## src/rtl/cache_pkg.sv

```systemverilog
// cache_pkg: shared widths, metadata field positions, FSM states and victim choice for cache_fill_ctrl
package cache_pkg;
    localparam int TAG_W = 8;
    localparam int IDX_W = 4;
    localparam int WORDS = 8;
    localparam int CNT_W = $clog2(WORDS);
    localparam int META_W = TAG_W + 2;
    localparam int META_V = TAG_W + 1;
    localparam int META_LRU = TAG_W;
    localparam int META_TAG_HI = TAG_W - 1;
    typedef enum logic [1:0] {IDLE, FILL, META} state_t;
    // Invalid ways are refilled first; among valid ways the lru=1 way goes, ties go to way 0
    function automatic logic pick_victim(logic [META_W-1:0] m0, logic [META_W-1:0] m1);
        return !m0[META_V] ? 1'b0 : !m1[META_V] ? 1'b1 : (m0[META_LRU] != m1[META_LRU]) && m1[META_LRU];
    endfunction
endpackage

```

## src/rtl/cache_way_cmp.sv

```systemverilog
// cache_way_cmp: valid-qualified tag compare for one way
module cache_way_cmp
    import cache_pkg::*;
(
    input  logic [META_W-1:0] meta,
    input  logic [TAG_W-1:0]  tag,
    output logic              match
);
    logic unused_lru;
    assign unused_lru = meta[META_LRU];
    assign match = meta[META_V] && (meta[META_TAG_HI:0] == tag);
endmodule

```

## src/rtl/cache_fill_ctrl.sv

```systemverilog
// cache_fill_ctrl: 2-way hit/LRU update and 8-word miss fill; CACHE_PERF_CNT_EN adds hit_cnt/miss_cnt
module cache_fill_ctrl
    import cache_pkg::*;
(
    input  logic              clk,
    input  logic              rst,
    input  logic              req_valid,
    input  logic [15:0]       req_addr,
    input  logic [META_W-1:0] meta0,
    input  logic [META_W-1:0] meta1,
    output logic              hit,
    output logic              hit_way,
    output logic              stall,
    output logic              mem_rd_en,
    output logic [15:0]       mem_addr,
    input  logic              mem_data_valid,
    output logic              data_wr_en,
    output logic              data_wr_way,
    output logic [CNT_W-1:0]  data_wr_word,
    output logic [1:0]        meta_wr_en,
    output logic [META_W-1:0] meta_wr_data0,
    output logic [META_W-1:0] meta_wr_data1
`ifdef CACHE_PERF_CNT_EN
    ,
    output logic [15:0]       hit_cnt,
    output logic [15:0]       miss_cnt
`endif
);
    state_t state, state_nx;
    logic m0, m1, miss, victim, victim_q, issue_done;
    logic [CNT_W-1:0] issue_cnt, recv_cnt;
    logic [TAG_W-1:0] tag_q;
    logic [IDX_W-1:0] idx_q;
    logic [TAG_W:0] other_q;
    logic unused_addr;
    assign unused_addr = ^req_addr[3:0];
    cache_way_cmp u_cmp0 (.meta(meta0), .tag(req_addr[15:8]), .match(m0));
    cache_way_cmp u_cmp1 (.meta(meta1), .tag(req_addr[15:8]), .match(m1));
    always_comb begin
        hit = (state == IDLE) && req_valid && (m0 || m1);
        hit_way = hit && !m0;
        miss = (state == IDLE) && req_valid && !(m0 || m1);
        victim = pick_victim(meta0, meta1);
        stall = miss || (state != IDLE);
        mem_rd_en = (state == FILL) && !issue_done;
        mem_addr = mem_rd_en ? {tag_q, idx_q, issue_cnt, 1'b0} : '0;
        data_wr_en = (state == FILL) && mem_data_valid;
        data_wr_way = (state == FILL) && victim_q;
        data_wr_word = recv_cnt;
        meta_wr_en = {2{hit || (state == META)}};
        // The non-victim way keeps valid/tag captured at miss time, so a dropped request cannot corrupt it
        meta_wr_data0 = (state == META) ? (victim_q ? {other_q[TAG_W], 1'b1, other_q[TAG_W-1:0]} : {2'b10, tag_q})
                      : hit ? {meta0[META_V], hit_way, meta0[META_TAG_HI:0]} : '0;
        meta_wr_data1 = (state == META) ? (victim_q ? {2'b10, tag_q} : {other_q[TAG_W], 1'b1, other_q[TAG_W-1:0]})
                      : hit ? {meta1[META_V], !hit_way, meta1[META_TAG_HI:0]} : '0;
        state_nx = miss ? FILL
                 : (data_wr_en && recv_cnt == CNT_W'(WORDS - 1)) ? META
                 : (state == META) ? IDLE : state;
    end
    always_ff @(posedge clk or negedge rst) begin
        if (!rst) begin
            state <= IDLE;
            issue_cnt <= '0;
            recv_cnt <= '0;
            issue_done <= 1'b0;
            victim_q <= 1'b0;
            tag_q <= '0;
            idx_q <= '0;
            other_q <= '0;
        end else begin
            state <= state_nx;
            if (miss) begin
                tag_q <= req_addr[15:8];
                idx_q <= req_addr[7:4];
                victim_q <= victim;
                other_q <= victim ? {meta0[META_V], meta0[META_TAG_HI:0]} : {meta1[META_V], meta1[META_TAG_HI:0]};
                issue_cnt <= '0;
                recv_cnt <= '0;
                issue_done <= 1'b0;
            end
            if (mem_rd_en) begin
                if (issue_cnt == CNT_W'(WORDS - 1))
                    issue_done <= 1'b1;
                else
                    issue_cnt <= issue_cnt + 1'b1;
            end
            if (data_wr_en)
                recv_cnt <= recv_cnt + 1'b1;
        end
    end
`ifdef CACHE_PERF_CNT_EN
    always_ff @(posedge clk or negedge rst) begin
        if (!rst) begin
            hit_cnt <= '0;
            miss_cnt <= '0;
        end else begin
            if (hit && hit_cnt != 16'hFFFF)
                hit_cnt <= hit_cnt + 16'd1;
            if (miss && miss_cnt != 16'hFFFF)
                miss_cnt <= miss_cnt + 16'd1;
        end
    end
`endif
endmodule

```

## config.mk

```make
export PLATFORM = sky130hd
export DESIGN_NAME = cache_fill_ctrl
export DESIGN_NICKNAME = d
export VERILOG_FILES = /design/src/rtl/cache_pkg.sv /design/src/rtl/cache_way_cmp.sv /design/src/rtl/cache_fill_ctrl.sv
export SDC_FILE = /design/constraint.sdc
export NUM_CORES = 1
export LEC_CHECK = 0
export ABC_AREA = 1
export CAP_MARGIN = 20
export CORE_MARGIN = 3
export CORE_UTILIZATION = 45
export CTS_CLUSTER_SIZE = 40
export DETAILED_ROUTE_END_ITERATION = 10
export PLACE_DENSITY_LB_ADDON = 0.08
export REMOVE_ABC_BUFFERS = 1
export SYNTH_ARGS = -nofsm -noshare
export SYNTH_HDL_FRONTEND = slang
export SYNTH_SLANG_ARGS = --single-unit
export TNS_END_PERCENT = 20
```

## constraint.sdc

```tcl
create_clock -name clk -period 3.5 [get_ports clk]
set_clock_uncertainty 0.15 [all_clocks]
set_input_delay 0.7 -clock clk [delete_from_list [all_inputs] [get_ports clk]]
set_output_delay 0.7 -clock clk [all_outputs]
set_load 0.02 [all_outputs]
```

## Yosys cells after proc, flatten, opt, wreduce, memory -nomap -nowiden

Cells that the tools add are included.

- Multipliers: 0
- Add/sub/neg operators: 2
- $lt $le $gt $ge: 0
- Div/mod/pow operators: 0
- Equal/unequal tests: 7
- Reduce and logical (&&, ||, !) cells: 22
- Multiplexer cells: 21
- Shifts and indexed selects: 0
- Bitwise logic cells: 0

Operator list:

| operator | number |
|---|---|
| two-way mux 10 bit | 6 |
| == test 8 bit | 2 |
| two-way mux 16 bit | 1 |
| two-way mux 3 bit | 5 |
| logical AND 1 bit | 11 |
| two-way mux 9 bit | 1 |
| adder 3 x 1 -> 3 bit, second input constant | 2 |
| == test 3 bit, second input constant | 2 |
| two-way mux 2 bit | 3 |
| two-way mux 1 bit | 5 |
| logical NOT 1 bit | 4 |
| nonzero test 2 bit | 2 |
| logical OR 1 bit | 3 |
| nonzero test 3 bit | 1 |
| == test 2 x 1 -> 1 bit, second input constant | 1 |
| == test 2 bit, second input constant | 1 |
| logical NOT 2 bit | 1 |
| inequality test 1 bit | 1 |

- Register bits: 31
- Word-level logic and storage cells: 60
- Memories: 0
- Output and inout port bits: 47
- Bits in read-only memories: 0
- Memory bits (writable): 0
- Latch bits: 0
- Input bits: 40

## Depth between registers and ports, before layout

Gate-level depths: netlist of the first run.

- Word-level depth: 8
- Mapped depth: 12
- Mapped depth without buffers: 10

## Cells and area by module

A second synthesis of the first run with hierarchy kept.

- Cells, all modules: 345
- Area, all modules: 2262.2 sq um

By module, submodules not included:

| module | cells an instance | sequential area each (sq um) | instances | area each (sq um) |
|---|---|---|---|---|
| cache_fill_ctrl | 275 | 775.7 | 1 | 1956.9 |
| cache_way_cmp | 35 | 0.0 | 2 | 152.6 |

## Worst setup path after synthesis of the first run

Ideal clock, no wire load.

- Path kind: in2out
- From: input port meta0[7]
- To: output port meta_wr_en[1]
- Required time: 2.650 ns
- Buffers on the path: 2
- Slack: 0.877 ns
- Stages on the path: 10
- Arrival: 1.773 ns
- Cells stage by stage: inv_1 a21oi_1 nand2_1 nor2_1 nand3_2 nand2_2 nand2_2 buf_6 nand2_1 buf_4

- Cells in the longest elaborated chain, start to end: 5

RTL lines:

| item | RTL line | source |
|---|---|---|
| start, declared | cache_fill_ctrl.sv:9 | `input logic [META_W-1:0] meta0,` |
| == test 8 bit | cache_way_cmp.sv:11 | `assign match = meta[META_V] && (meta[META_TAG_HI:0] == tag);` |
| logical AND 1 bit | cache_way_cmp.sv:11 |  |
| logical OR 1 bit | cache_fill_ctrl.sv:40 | `hit = (state == IDLE) && req_valid && (m0 \|\| m1);` |
| logical AND 1 bit | cache_fill_ctrl.sv:40 |  |
| logical OR 1 bit | cache_fill_ctrl.sv:50 | `meta_wr_en = {2{hit \|\| (state == META)}};` |
| end, declared | cache_fill_ctrl.sv:20 | `output logic [1:0] meta_wr_en,` |

No other way between the ends.

## Worst setup path in the final report of the first run

- From: input port req_addr[15]
- To: output port hit

- Cells in the longest elaborated chain, start to end: 4
- Elaborated cells on any way between the ends: 6
- Classes of those cells: eq/ne: 2; reduce/logical: 4

RTL lines:

| item | RTL line | source |
|---|---|---|
| start, declared | cache_fill_ctrl.sv:8 | `input logic [15:0] req_addr,` |
| == test 8 bit | cache_way_cmp.sv:11 |  |
| logical AND 1 bit | cache_way_cmp.sv:11 |  |
| logical OR 1 bit (*) | cache_fill_ctrl.sv:40 |  |
| logical AND 1 bit (*) | cache_fill_ctrl.sv:40 |  |
| end, declared | cache_fill_ctrl.sv:11 | `output logic hit,` |

Mark *: on every way between the ends. The rest lies on a longest branch, timed or not.

==> results of run 1 <==
[metal layers]
| metal | routed length [um] | GRT usage (%) | vias up |
|---|---|---|---|
| li1 | - | - | 1196 |
| met1 | 2600 | 28.9 | 1059 |
| met2 | 2890 | 35.7 | 79 |
| met3 | 425 | 3.69 | 8 |
| met4 | 86 | 8.16 | 0 |
| met5 | 0 | 0 | - |
[cell usage after synthesis]
| cell | number |
|---|---|
| nand2_1 | 86 |
| a21oi_1 | 3 |
| nand3_4 | 1 |
| a21oi_2 | 1 |
| buf_2 | 2 |
| o22ai_1 | 1 |
| dfrtp_1 | 31 |
| inv_1 | 54 |
| nor2_1 | 23 |
| o21ai_2 | 8 |
| ha_1 | 4 |
| buf_4 | 4 |
| o21ai_0 | 23 |
| a22oi_1 | 16 |
| inv_2 | 6 |
| or2_2 | 1 |
| nand2_2 | 2 |
| clkbuf_1 | 2 |
| xor2_1 | 1 |
| nand3_2 | 2 |
| nand3_1 | 12 |
| nor2_2 | 3 |
| o21ai_1 | 24 |
| buf_6 | 5 |
| conb_1 | 1 |
[sequential cells by signal (all words and copies together), names as in the netlist]
| register | flops |
|---|---|
| victim_q | 1 |
| idx_q | 4 |
| tag_q | 8 |
| issue_done | 1 |
| state | 2 |
| other_q | 9 |
| data_wr_word | 3 |
| issue_cnt | 3 |
[area by class of cell]
class	instances	share of cell area, %
Tap cell	52	2.04
Inverter	60	7.08
Clock buffer	8	3.14
Timing Repair Buffer	109	30.0
Sequential cell	31	24.4
Multi-Input combinational cell	212	33.4
[power by group through the flow]
stage	registers [mW]	logic, mW	clock network (mW)
finish	0.660	0.920	0.312
global route	0.677	1.02	0.333
CTS	0.657	0.932	0.319
detailed placement	0.663	0.933	0
global placement	0.657	0.907	0
floorplan	0.652	0.516	0
[through the flow]
step	std cells	util (%)	TNS, ns	hold slack [ns]	worst slack, ns
global route	472	70.7	0	0.362	0.0519
finish	472	70.7	0	0.324	0.222
floorplan	303	-	0	0.254	0.810
global placement	464	70.5	-2.49	0.307	-0.159
CTS	472	72.1	0	0.330	0.0199
detailed placement	464	70.5	-3.23	0.314	-0.222
[layout by cell type, fill, tap and decap left out, types with 7 or more instances in the layout]
| master | count |
|---|---|
| a22oi_1 | 16 |
| buf_4 | 26 |
| clkbuf_2 | 20 |
| clkbuf_8 | 7 |
| clkdlybuf4s50_1 | 56 |
| dfrtp_1 | 31 |
| inv_1 | 54 |
| nand2_1 | 86 |
| nand3_1 | 12 |
| nor2_1 | 23 |
| o21ai_0 | 23 |
| o21ai_1 | 24 |
| o21ai_2 | 8 |
[critical path, stage by stage]
cell and delay [ns]:
clkdlybuf4s50_1 0.53, inv_1 0.08, a21oi_2 0.12, nand2_1 0.05, nor2_1 0.13, nand3_2 0.11
nand2_2 0.09, nand2_2 0.09, buf_12 0.16, inv_1 0.04, dlygate4sd2_1 0.32
[logic make-up (layout without fill, tap and decap cells)]
| family | count (synthesis) | in the layout | synth area share, % |
|---|---|---|---|
| flip-flops | 31 | 31 | 35.8 |
| adder cells (fa/ha/maj) | 4 | 4 | 2.31 |
| AO/OA/AOI/OAI | 76 | 76 | 21.0 |
| other | 1 | 1 | 0.173 |
| AND/OR/NAND/NOR | 130 | 130 | 25.1 |
| buffers and inverters | 73 | 177 | 15.2 |
| XOR/XNOR | 1 | 1 | 0.404 |
[worst max path at each step]
stage | start | end | slack (ns) | cells past startpoint
final | req_addr[15] | hit | 0.22 | 11
after global routing | req_addr[15] | hit | 0.05 | 11
after CTS | meta0[9] | meta_wr_data1[8] | 0.02 | 9
after detailed placement | req_addr[15] | meta_wr_data0[9] | -0.22 | 11
after global placement | req_addr[15] | meta_wr_data0[9] | -0.16 | 11
after floorplan | meta0[7] | meta_wr_data0[7] | 0.81 | 8
[repair_timing]
| item | 4_1_cts | 5_1_grt |
|---|---|---|
| endpoints found under the setup margin | 21 | 24 |
| gates cloned | 0 | 0 |
| resized for setup | 21 | 44 |
==> impl_metrics.json, run 1 <==
{
  "p_seq_share_pct": 34.9,
  "die_w_um": 75.4,
  "min_period_over_period_pct": 93.7,
  "swShare_pct": 41.2,
  "synth_top_area_share_pct": 35.8,
  "max_slew.worst_pin.slew_ns": 0.542,
  "max_cap_violations": 0,
  "vias": 2342,
  "clock-sinks": 31,
  "regArea_um2": 776,
  "cts_tree": "built",
  "remaining_drc_errors": 0,
  "p_leak_nw": 1.75,
  "finalSetupViolations": 0,
  "overflow": 0,
  "worst_setup_path_end_kind": "primary output",
  "fin_crit_ns": 3.28,
  "finalWirelength_um": 6000,
  "critPathRequiredTime_ns": 2.65,
  "grt_pass1_wl_um": 9430,
  "r2r_end": "other_q[1]",
  "rsz0062_at_grt": "false",
  "multi_input_area_mm2": 0.00106,
  "synth_cell_types": 25,
  "cts_made_buffers": 5,
  "hold_end": "issue_done",
  "first_pass_iters": 4,
  "hold_viol": 0,
  "ir_drop_v": 0.000291,
  "grt_pass1_vias": 2073,
  "die-area_mm2": 0.00568,
  "coreArea_mm2": 0.00450,
  "crit_type": "input port to primary output",
  "gp_congestion": 0.798,
  "syn_area_per_cell_um2": 6.86,
  "power_density_mw_per_mm2": 595,
  "hpwlAfterDp_um": 4500,
  "reg2reg_depth": 7,
  "port_buffers": 81,
  "rows": 24,
  "area_growth_pct": 46.9,
  "postCtsSetupRepairBufs": 0,
  "num_antenna_cells": 0,
  "drive_gt1_share_pct": 18.8,
  "status": "finished, final reports clean",
  "via_per_inst": 4.96,
  "r2r_start": "state[0]",
  "yosys_warnings": 0,
  "intPower_mw": 1.11,
  "startpoint_type": "input port",
  "drt_iter0_markers": 140,
  "h-tree-depth": 2,
  "grtUsageTotal_pct": 21.8,
  "cts_hold_buffers": 0,
  "synthTopCellsByArea": "dfrtp_1, nand2_1, inv_1, o21ai_1, a22oi_1",
  "yosysSeqAreaShare_pct": 35.8,
  "ant_nets": 0,
  "p_clk_share_pct": 16.5,
  "cts_root_buffer": "clkbuf_8",
  "syn_inst": 316,
  "start_util_pct": 48.1,
  "hp-start": "issue_done",
  "clock_latency_ns": 0.28,
  "grt_antenna_before_repair": 0,
  "whs_path_depth": 2,
  "finalPower_mw": 1.89,
  "fill_cells": 418,
  "placed_area_mm2": 0.00317,
  "die_h_um": 75.4,
  "synth-seq-cells": 31,
  "max_freq_ghz": 0.305,
  "avgRoutedWirePerCell_um": 12.7,
  "slew_headroom_pct": 63.8,
  "grt_start_max_net_pins": 53,
  "finalMaxSlewViolations": 0,
  "cp_data_arrival_time_ns": 2.43,
  "r2r_slack_ns": 1.77,
  "num-nets-final": 463,
  "cp_max_fo": 9,
  "clkSlewWorstSetupHoldPaths_ns": 0.06,
  "switchingPower_mw": 0.780,
  "clock_path_buffers": 2,
  "synth_top_cell_by_area": "dfrtp_1",
  "min_path_type": "flop to flop",
  "syn_area_mm2": 0.00217,
  "pwr-share-comb_pct": 48.6,
  "io_pins": 87,
  "stdcell_area_mm2": 0.00318
}
Power figures use the tool's default switching activity.
==> run 2, diff against run 1 <==
--- a/config.mk
+++ b/config.mk
@@ -7,6 +7,7 @@
 export LEC_CHECK = 0
 export ABC_AREA = 1
 export CAP_MARGIN = 20
+export CORE_ASPECT_RATIO = 0.8
 export CORE_MARGIN = 3
 export CORE_UTILIZATION = 45
 export CTS_CLUSTER_SIZE = 40
==> run 2 against run 1 <==
Maximum frequency down 2.8%; largest cell class unchanged; highest routed layer unchanged; total power fell by 0.87%; critical endpoint is now stall; via count rose by 0.81%; combinational power up 1%; critical path type unchanged.
==> impl_metrics.json, run 2 (synthesis results as in run 1) <==
{
  "status": "finished, final reports clean",
  "grt_start_max_net_pins": 53,
  "switchingPower_mw": 0.799,
  "worst_setup_path_end_kind": "primary output",
  "clock-sinks": 31,
  "die_h_um": 68.1,
  "largest_register": "other_q",
  "finalWirelength_um": 6060,
  "cpPeakStageDelay_ns": 0.54,
  "max_slew.worst_pin.slew_ns": 0.546,
  "whs_path_depth": 2,
  "drive_gt1_share_pct": 15.1,
  "grt_pass1_vias": 2232,
  "hold_end": "issue_done",
  "cp_max_fo": 3,
  "crit_chain": "clkdlybuf4s50_1, inv_1, nand2_1, a21oi_1, nand3_2, buf_4, nand3_4, nand3_1, clkdlybuf4s50_1",
  "gp_congestion": 0.848,
  "crit_buf_inv": 4,
  "start_util_pct": 49.1,
  "place_ws_ns": -0.150,
  "hpwlAfterDp_um": 4650,
  "avgRoutedWirePerCell_um": 12.6,
  "finalWorstSetupSlack_ns": 0.129,
  "area_growth_pct": 50.8,
  "grt_antenna_before_repair": 0,
  "min_path_type": "flop to flop",
  "finalMaxSlewViolations": 0,
  "drt_iter0_markers": 133,
  "met2_usage_pct": 41.3,
  "clkSlewWorstSetupHoldPaths_ns": 0.07,
  "slew_headroom_pct": 63.5,
  "top_regs": "other_q x9, tag_q x8, idx_q x4",
  "reg2reg_depth": 8,
  "overflow": 0,
  "clock_path_buffers": 2,
  "hp-start": "issue_done",
  "cts_made_buffers": 5,
  "num_antenna_cells": 0,
  "critPathRequiredTime_ns": 2.65,
  "vias": 2361,
  "finalSetupViolations": 0,
  "num-nets-final": 467,
  "ant_nets": 0,
  "grtUsageTotal_pct": 21.8,
  "postCtsSetupRepairBufs": 0,
  "met1_usage_pct": 25.5,
  "use_met3_pct": 5.66,
  "final_common_cell": "nand2_1",
  "die_w_um": 83.6,
  "crit_type": "input port to primary output",
  "hold_viol": 0,
  "power_density_mw_per_mm2": 574,
  "slowest_stage": "clkdlybuf4s50_1",
  "remaining_drc_errors": 0,
  "rsz0062_at_grt": "false",
  "pwr-share-comb_pct": 49.5,
  "via_per_inst": 4.91,
  "die-area_mm2": 0.00569,
  "stdcell_count": 481,
  "final_util_pct": 74.0,
  "grt_pass1_wl_um": 9890,
  "intPower_mw": 1.08,
  "fin_crit_ns": 3.37,
  "ir_drop_v": 0.000459,
  "r2r_slack_ns": 1.74,
  "first_pass_iters": 4,
  "rows": 21,
  "top_usage_layer": "met2",
  "startpoint_type": "input port",
  "cp_data_arrival_time_ns": 2.52,
  "swShare_pct": 42.6,
  "r2r_end": "issue_cnt[0]",
  "h-tree-depth": 2,
  "p_leak_nw": 1.80,
  "io_pins": 87,
  "port_buffers": 81,
  "cts_root_buffer": "clkbuf_8",
  "clock_latency_ns": 0.28,
  "coreArea_mm2": 0.00441,
  "p_seq_share_pct": 35.5,
  "max_freq_ghz": 0.297,
  "crit_top_cell": "clkdlybuf4s50_1",
  "largest_register_ff_count": 9,
  "dp_cells": 473,
  "max_cap_violations": 0,
  "r2r_start": "state[1]",
  "cpLargestDelayFamily": "buffers and inverters",
  "cts_tree": "built",
  "mostFrequentLayoutCells": "nand2_1, clkdlybuf4s50_1, inv_1, dfrtp_1, buf_4",
  "p_clk_share_pct": 15.0,
  "min_period_over_period_pct": 96.3
}
[run 2: worst reg2reg max path, cell delays in order (launching register included)]
cell and delay, ns:
dfrtp_1 0.38, inv_2 0.09, nand2_1 0.10, nor2_1 0.22, inv_2 0.20, nor2_1 0.25
inv_1 0.12, nand3_1 0.10, nand2_1 0.05
[run 2: per-stage QoR]
step | TNS (ns) | hold WS (ns) | cell area (um2) | total power [mW]
after detailed placement | -2.13 | 0.310 | 3200 | 1.61
after floorplan | 0 | 0.254 | 2060 | 1.17
final | 0 | 0.330 | 3270 | 1.88
after global routing | 0 | 0.378 | 3270 | 2.02
after CTS | 0 | 0.327 | 3260 | 1.89
after global placement | -1.77 | 0.306 | 3200 | 1.57
[run 2: worst max path at each step]
stage,to,cells after the start,startpoint,slack (ns)
floorplan,meta_wr_data0[7],8,meta0[7],0.81
global placement,meta_wr_data0[7],11,req_addr[15],-0.12
detailed placement,meta_wr_data1[7],11,req_addr[11],-0.15
CTS,meta_wr_data0[8],11,req_addr[11],0.02
global route,meta_wr_data0[6],11,req_addr[15],0.002
finish,stall,9,req_addr[10],0.13
[run 2: what timing repair did]
item                                   4_1_cts  5_1_grt
setup endpoints to repair                   21       10
hold buffers                                 0        0
gates resized for setup                     21       11
endpoints found under the hold margin        0        0
[run 2: power groups by stage]
stage / registers (mW) / clock network [mW] / logic (mW)
after floorplan: 0.652 / 0 / 0.516
after global placement: 0.656 / 0 / 0.913
after detailed placement: 0.665 / 0 / 0.945
after CTS: 0.661 / 0.284 / 0.943
after global routing: 0.686 / 0.301 / 1.03
final: 0.665 / 0.281 / 0.930
[run 2: layer usage]
layer,vias up,wire length [um],share of wire [%]
li1,1208,-,-
met1,1070,2620,43
met2,81,3020,50
met3,2,410,6.8
met4,0,10,0.16
met5,-,0,0
[run 2: area by class of cell]
cell class / count / area [um2]
Sequential cell: 31 / 776
Fill cell: 392 / 1150
Clock buffer: 6 / 72.6
Timing Repair Buffer: 113 / 1050
Inverter: 60 / 225
Tap cell: 57 / 71.3
Clock inverter: 2 / 12.5
Multi-Input combinational cell: 212 / 1060
==> run 3, diff against run 2 <==
--- a/config.mk
+++ b/config.mk
@@ -10,7 +10,7 @@
 export CORE_ASPECT_RATIO = 0.8
 export CORE_MARGIN = 3
 export CORE_UTILIZATION = 45
-export CTS_CLUSTER_SIZE = 40
+export CTS_CLUSTER_SIZE = 25
 export DETAILED_ROUTE_END_ITERATION = 10
 export PLACE_DENSITY_LB_ADDON = 0.08
 export REMOVE_ABC_BUFFERS = 1
==> results of run 3 <==
Final layout, timing and power as in run 2 (identical DEF).
